### src/rtl/hazard_ctrl.sv
// Pipeline hazard controller: stall/flush strobes for load-use, EX redirect and memory waits.
// Optional HAZARD_PERF_EN adds stall-cycle and redirect-flush performance counters.
module hazard_ctrl #(
    parameter int unsigned MAX_WAIT = 255,
    parameter int unsigned CNT_W    = 8
) (
    input  logic              clk,
    input  logic              rst,
    input  logic [4:0]        id_rs1,
    input  logic [4:0]        id_rs2,
    input  logic              id_use_rs1,
    input  logic              id_use_rs2,
    input  logic [4:0]        ex_rd,
    input  logic              ex_re_mem,
    input  logic              ex_redirect,
    input  logic              imem_busy,
    input  logic              dmem_busy,
    output logic              pc_stall,
    output logic              if_id_stall,
    output logic              if_id_flush,
    output logic              id_ex_stall,
    output logic              id_ex_flush,
    output logic              ex_mem_stall,
    output logic              mem_wb_flush,
`ifdef HAZARD_PERF_EN
    output logic [63:0]       perf_stall_cyc,
    output logic [63:0]       perf_flush_cnt,
`endif
    output logic              mem_timeout
);

    typedef enum logic [1:0] {
        RUN,
        MEM_WAIT,
        FETCH_WAIT,
        SQUASH
    } state_t;

    localparam logic [CNT_W-1:0] WAIT_LIM = CNT_W'(MAX_WAIT);

    state_t           state;
    state_t           state_nx;
    logic             squash_pend;
    logic             squash_pend_nx;
    logic [CNT_W-1:0] wait_cnt;
    logic             load_use;
    logic             rs1_hit;
    logic             rs2_hit;
    logic             squashing;
    logic             any_busy;

    assign rs1_hit   = id_use_rs1 && (id_rs1 == ex_rd);
    assign rs2_hit   = id_use_rs2 && (id_rs2 == ex_rd);
    assign load_use  = ex_re_mem && (ex_rd != 5'd0) && (rs1_hit || rs2_hit);
    assign any_busy  = imem_busy || dmem_busy;

    // A pending squash survives a data-memory freeze and resumes once dmem_busy drops.
    assign squashing = (state == SQUASH) || ((state == MEM_WAIT) && squash_pend);

    always_comb begin
        pc_stall       = 1'b0;
        if_id_stall    = 1'b0;
        if_id_flush    = 1'b0;
        id_ex_stall    = 1'b0;
        id_ex_flush    = 1'b0;
        ex_mem_stall   = 1'b0;
        mem_wb_flush   = 1'b0;
        state_nx       = state;
        squash_pend_nx = squash_pend;

        if (rst) begin
            state_nx       = RUN;
            squash_pend_nx = 1'b0;
        end else if (dmem_busy) begin
            pc_stall     = 1'b1;
            if_id_stall  = 1'b1;
            id_ex_stall  = 1'b1;
            ex_mem_stall = 1'b1;
            mem_wb_flush = 1'b1;
            state_nx     = MEM_WAIT;
        end else if (ex_redirect) begin
            if_id_flush    = 1'b1;
            id_ex_flush    = 1'b1;
            squash_pend_nx = imem_busy;
            state_nx       = imem_busy ? SQUASH : RUN;
        end else if (squashing) begin
            // ID holds a bubble throughout a squash, so load-use is not evaluated here.
            if_id_flush = 1'b1;
            if (imem_busy) begin
                pc_stall = 1'b1;
                state_nx = SQUASH;
            end else begin
                squash_pend_nx = 1'b0;
                state_nx       = RUN;
            end
        end else if (load_use) begin
            pc_stall    = 1'b1;
            if_id_stall = 1'b1;
            id_ex_flush = 1'b1;
            state_nx    = imem_busy ? FETCH_WAIT : RUN;
        end else if (imem_busy) begin
            pc_stall    = 1'b1;
            if_id_flush = 1'b1;
            state_nx    = FETCH_WAIT;
        end else begin
            state_nx = RUN;
        end
    end

    always_ff @(posedge clk) begin
        if (rst) begin
            state       <= RUN;
            squash_pend <= 1'b0;
        end else begin
            state       <= state_nx;
            squash_pend <= squash_pend_nx;
        end
    end

    // Counts consecutive cycles with either memory busy; the first busy cycle past MAX_WAIT trips the flag.
    always_ff @(posedge clk) begin
        if (rst) begin
            wait_cnt    <= '0;
            mem_timeout <= 1'b0;
        end else if (any_busy) begin
            if (wait_cnt == WAIT_LIM) begin
                mem_timeout <= 1'b1;
            end else begin
                wait_cnt <= wait_cnt + 1'b1;
            end
        end else begin
            wait_cnt <= '0;
        end
    end

`ifdef HAZARD_PERF_EN
    always_ff @(posedge clk) begin
        if (rst) begin
            perf_stall_cyc <= '0;
            perf_flush_cnt <= '0;
        end else begin
            if (pc_stall) begin
                perf_stall_cyc <= perf_stall_cyc + 64'd1;
            end
            if (id_ex_flush && ex_redirect) begin
                perf_flush_cnt <= perf_flush_cnt + 64'd1;
            end
        end
    end
`endif

    a_if_id_excl: assert property (@(posedge clk) disable iff (rst) !(if_id_stall && if_id_flush));
    a_id_ex_excl: assert property (@(posedge clk) disable iff (rst) !(id_ex_stall && id_ex_flush));

endmodule
### config.mk
export PLATFORM = sky130hd
export DESIGN_NAME = hazard_ctrl
export DESIGN_NICKNAME = d
export VERILOG_FILES = /design/src/rtl/hazard_ctrl.sv
export SDC_FILE = /design/constraint.sdc
export NUM_CORES = 1
export LEC_CHECK = 0
export CAP_MARGIN = 30
export CORE_UTILIZATION = 30
export CTS_CLUSTER_DIAMETER = 80
export DETAILED_ROUTE_END_ITERATION = 6
export DONT_BUFFER_PORTS = 1
export MAX_ROUTING_LAYER = met4
export SLEW_MARGIN = 10
export SYNTH_ARGS = -nofsm -noshare
export SYNTH_HDL_FRONTEND = slang
export SYNTH_SLANG_ARGS = --single-unit
### constraint.sdc
create_clock -name clk -period 2.5 [get_ports clk]
set_input_delay 0.75 -clock clk [delete_from_list [all_inputs] [get_ports clk]]
set_output_delay 0.75 -clock clk [all_outputs]
set_load 0.02 [all_outputs]
**Word-level counts from Yosys, hierarchy flattened**

Cells that the tools add are included.

- Register bits: 12
- Input bits: 23
- Output and inout bits: 8
- Logic and storage cells: 57

- Add/subtract/negate cells: 1
- Equal/unequal tests: 6
- Muxes and demuxes: 29
- Bitwise gates (word level): 2
- Reductions and logical operators: 14

Operators with widths:

| cell | count |
|---|---|
| 2-to-1 mux 1 bit | 25 |
| equality test 5 bit | 2 |
| adder 8 x 1 -> 8 bit, second input constant | 1 |
| equality test 8 bit, second input constant | 1 |
| 2-to-1 mux 2 bit | 4 |
| logical AND 1 bit | 5 |
| nonzero test 5 bit | 1 |
| OR reduction 2 bit | 2 |
| logical OR 1 bit | 3 |
| AND reduction 3 bit | 1 |
| equality test 2 x 1 -> 1 bit, second input constant | 1 |
| equality test 2 bit, second input constant | 1 |
| != test 2 bit, second input constant | 1 |
| inverter 1 bit | 2 |
| AND reduction 2 bit | 1 |
| nonzero test 2 bit | 1 |

**Depth between registers and ports, before layout**

Gate-level depths: netlist (run 1).

- Depth in word-level cells: 9
- Gate-level depth with buffers: 6
- Mapped depth without buffers: 6

**Worst setup path after synthesis (run 1)**

Ideal clock, no wire load.

- Path kind: in2out
- Start: input port ex_rd[0]
- End: output port if_id_flush
- Arrival: 1.876 ns
- Data required time: 1.750 ns
- Slack: -0.126 ns
- Stages on the path: 3
- Buffers on the path: 0
- Cells stage by stage: or4_1 > o21a_1 > a31oi_1

- Longest elaborated chain between the ends: 9
- Elaborated cells on any way between the ends: 13
- Those cells by class: 2 x eq/ne; 5 x mux; 6 x reduce/logical

RTL lines:

| element | line | RTL |
|---|---|---|
| start, declared | 13 | `input logic [4:0] ex_rd,` |
| equality test 5 bit, on equally long branches | 52, 53 |  |
| logical AND 1 bit, on equally long branches | 52, 53 |  |
| logical OR 1 bit | 54 | `assign load_use = ex_re_mem && (ex_rd != 5'd0) && (rs1_hit \|\| rs2_hit);` |
| logical AND 1 bit * | 54 |  |
| 2-to-1 mux 1 bit * | 96 | `end else if (load_use) begin` |
| 2-to-1 mux 1 bit * | 86 | `end else if (squashing) begin` |
| 2-to-1 mux 1 bit * | 81 | `end else if (ex_redirect) begin` |
| 2-to-1 mux 1 bit * | 74 | `end else if (dmem_busy) begin` |
| 2-to-1 mux 1 bit * | 71 | `if (rst) begin` |
| end, declared | 20 | `output logic if_id_flush,` |

Every way passes the cells marked *; elsewhere a longest branch is shown, timed or not.

**Worst setup path in the final report (run 1)**

- Start: input port ex_rd[0]
- End: output port pc_stall

- Longest elaborated chain between the ends: 9
- Elaborated cells on any way between the ends: 13
- Those cells by class: 2 x eq/ne; 5 x mux; 6 x reduce/logical

RTL lines:

| element | line | RTL |
|---|---|---|
| equality test 5 bit, on equally long branches | 52, 53 |  |
| logical AND 1 bit, on equally long branches | 52, 53 |  |
| logical OR 1 bit | 54 |  |
| logical AND 1 bit * | 54 |  |
| 2-to-1 mux 1 bit * | 96 |  |
| 2-to-1 mux 1 bit * | 86 |  |
| 2-to-1 mux 1 bit * | 81 |  |
| 2-to-1 mux 1 bit * | 74 |  |
| 2-to-1 mux 1 bit * | 71 |  |
| end, declared | 18 | `output logic pc_stall,` |

Marks and branches as above.

==> reports/qor.yml, run 1 <==
relSlewSlack_pct: 72.96
syn_area_um2: 698.2
clock_latency_ns: 0.27
numClockSinks: 12
cp.required_ns: 1.75
fin_crit_ns: 2.544
cts_hold_buffers: 0
routed_wl_um: 1429
grt-ovfl-total: 0
drtIter0Drc: 3
final_core_util_pct: 39.48
arrival_ns: 1.79
yosysMostFrequentCell: "dfxtp_1"
antenna_found_initial: 0
clk_pin_slew_ns: 0.07
startpoint_type: "primary input"
async_reset_ff_share_pct: 0
pre_cts_ws_ns: -0.09398
seqCellArea_um2: 240.2
leakagePower_nw: 0.3105
setup_viol: 4
violations: "negative setup slack"
ant_nets: 0
diodes: 0
status: "finished with violations"
cts_tree: "yes"
finalWorstSetupSlack_ns: -0.04425
port_buffers: 0
filler_cell_count: 233
first_pass_iters: 3
ys_ff_latch: 12
crit_type: "in2out"
nets: 118
hold_viol: 0
final_layout_size_suffix_gt1_share_pct: 21.51
cts_buffers: 3
vias_per_cell: 5.207
synth.distinct_cells: 26
initial_core_util_pct: 31.56
yosys-top-cells-count: "12 x dfxtp_1, 11 x nor2_1, 11 x xnor2_1"
peakVddDrop_uv: 254.6
worstSetupStartpoint: "ex_rd[0]"
fmax_mhz: 393.0
grt_max_degree: 11
hp-class: "reg2reg"
grt_setup_unrepaired: "yes"
slew_viol_final: 0
tightest_slew_ns: 0.4054
area_growth_pct: 25.09
grt_pass1_wl_um: 2366
die-area_um2: 2524
num_io_pins: 31
netlist_instances: 88
synth_area_leaders: "dfxtp_1 34%, xnor2_1 14%, nor2_1 5.9%"
synth_top_area_cell: "dfxtp_1"
fin_crit_sh_pct: 101.8
synth-edff-count: 0
multi_input_area_um2: 509.2
regToRegEndpoint: "wait_cnt[3]"
p_per_area_nw_per_um2: 486.2
reg2reg_slack_ns: 0.90
r2r-start: "wait_cnt[0]"
reg2reg_depth: 6
coreArea_um2: 2212
worstHoldStart: "squash_pend"
finalClockSkew_ns: 0.002090
ys_warn_count: 0
cts_root_buf: "clkbuf_4"
wl_per_cell_um: 11.81
clk_path_buf_depth: 2
die_w_um: 50.24
syn_avg_cell_area_um2: 7.934
synth_top_cell_area_share_pct: 34.41
grt_pass1_vias: 631
worstSetupEndpoint: "pc_stall"
drcViolationCount: 0
syn_nets: 112
gp_congestion: 0.7526
detailedPlacementHpwl_um: 1071
synth_ff_type: "dfxtp_1"
h-tree-depth: 1
die_h_um: 50.24
via_count: 630
critPathMaxFanout: 3
end_kind: "output pin"
yosysSeqAreaShare_pct: 34.41
rows: 17
maxCapViolCount: 0
grt_use_total_pct: 12.43
## timing repair
item | in CTS | in global routing
setup buffers | 0 | 1
gates resized for setup | 3 | 11
setup endpoints to repair | 4 | 4
pin swaps | 3 | 7
## placed cells by master, fill, tap and decap left out, types with 2 or more instances in the layout
cell type	n
a21oi_1	3
a21oi_2	2
a31oi_1	2
and2_1	2
and3_1	2
buf_4	4
clkbuf_4	3
dfxtp_1	12
inv_1	3
mux2i_1	2
nand2_1	6
nand3_1	4
nand4_1	3
nor2_1	11
o21ai_0	5
xnor2_1	10
## report_power, final
group	total, mW	switching (mW)	internal (mW)
combinational	0.0709	0.0358	0.0351
sequential	0.201	0.00452	0.197
clock	0.152	0.0639	0.0885
total	0.425	0.104	0.320
## cell type report
class | count | share of cell area, %
tap | 28 | 4.011
clock buffer | 4 | 4.155
sequential | 12 | 27.51
timing repair buffer | 5 | 4.728
multi-input combinational | 69 | 58.31
inverter | 3 | 1.289
## logic make-up (layout without fill, tap and decap cells)
logic type | Yosys count | count (layout) | synth area share (%)
AO/OA/AOI/OAI | 21 | 21 | 18.10
XOR/XNOR | 12 | 12 | 15.05
adder cells (fa/ha/maj) | 1 | 1 | 1.792
buffers and inverters | 7 | 12 | 4.838
flip-flops | 12 | 12 | 34.41
multiplexers | 2 | 2 | 2.867
AND/OR/NAND/NOR | 33 | 33 | 22.94
## critical path, cell delays in order
cell and delay [ns]:
or4_4 0.51, o21a_4 0.24, nand3_4 0.09, a21oi_2 0.05, buf_4 0.15
## how the worst min path moves through the flow
stage	to	slack (ns)	depth (start not counted)
4_1_cts	squash_pend	0.49	2
3_3_place_gp	squash_pend	0.47	2
5_1_grt	squash_pend	0.52	1
6_report	squash_pend	0.48	2
3_5_place_dp	squash_pend	0.47	2
2_1_floorplan	wait_cnt[6]	0.45	1
## state kept, by name, summed over array words and instances (netlist names)
signal	flops
wait_cnt	8
state	2
squash_pend	1
mem_timeout	1
## metal layers
metal / global-route usage, % / up-vias / share of wire, %
met2: 23.33 / 27 / 52
li1: - / 318 / -
met5: - / - / 0
met1: 11.88 / 283 / 39
met3: 4.545 / 2 / 8.2
met4: 2.857 / 0 / 0.98
## per-stage QoR
step	power [mW]	hold slack, ns	TNS [ns]	cells	instance area (um^2)
after floorplan	0.2569	0.4518	-0.01347	88	709.4
after detailed placement	0.2637	0.4745	-0.2953	116	752.0
after global placement	0.2621	0.4696	-0.1956	116	752.0
after global routing	0.4497	0.5194	-0.2372	121	873.3
final	0.4246	0.4839	-0.09037	121	873.3
after CTS	0.4193	0.4855	-0.2426	120	803.3
Note: power is estimated with default switching activity, not from simulation.
==> run 2: changes to the inputs <==
Settings changed: SLEW_MARGIN 10 to not set.
==> results of run 2 <==
Same layout as run 1: the final DEF is identical, and so are final timing and power.
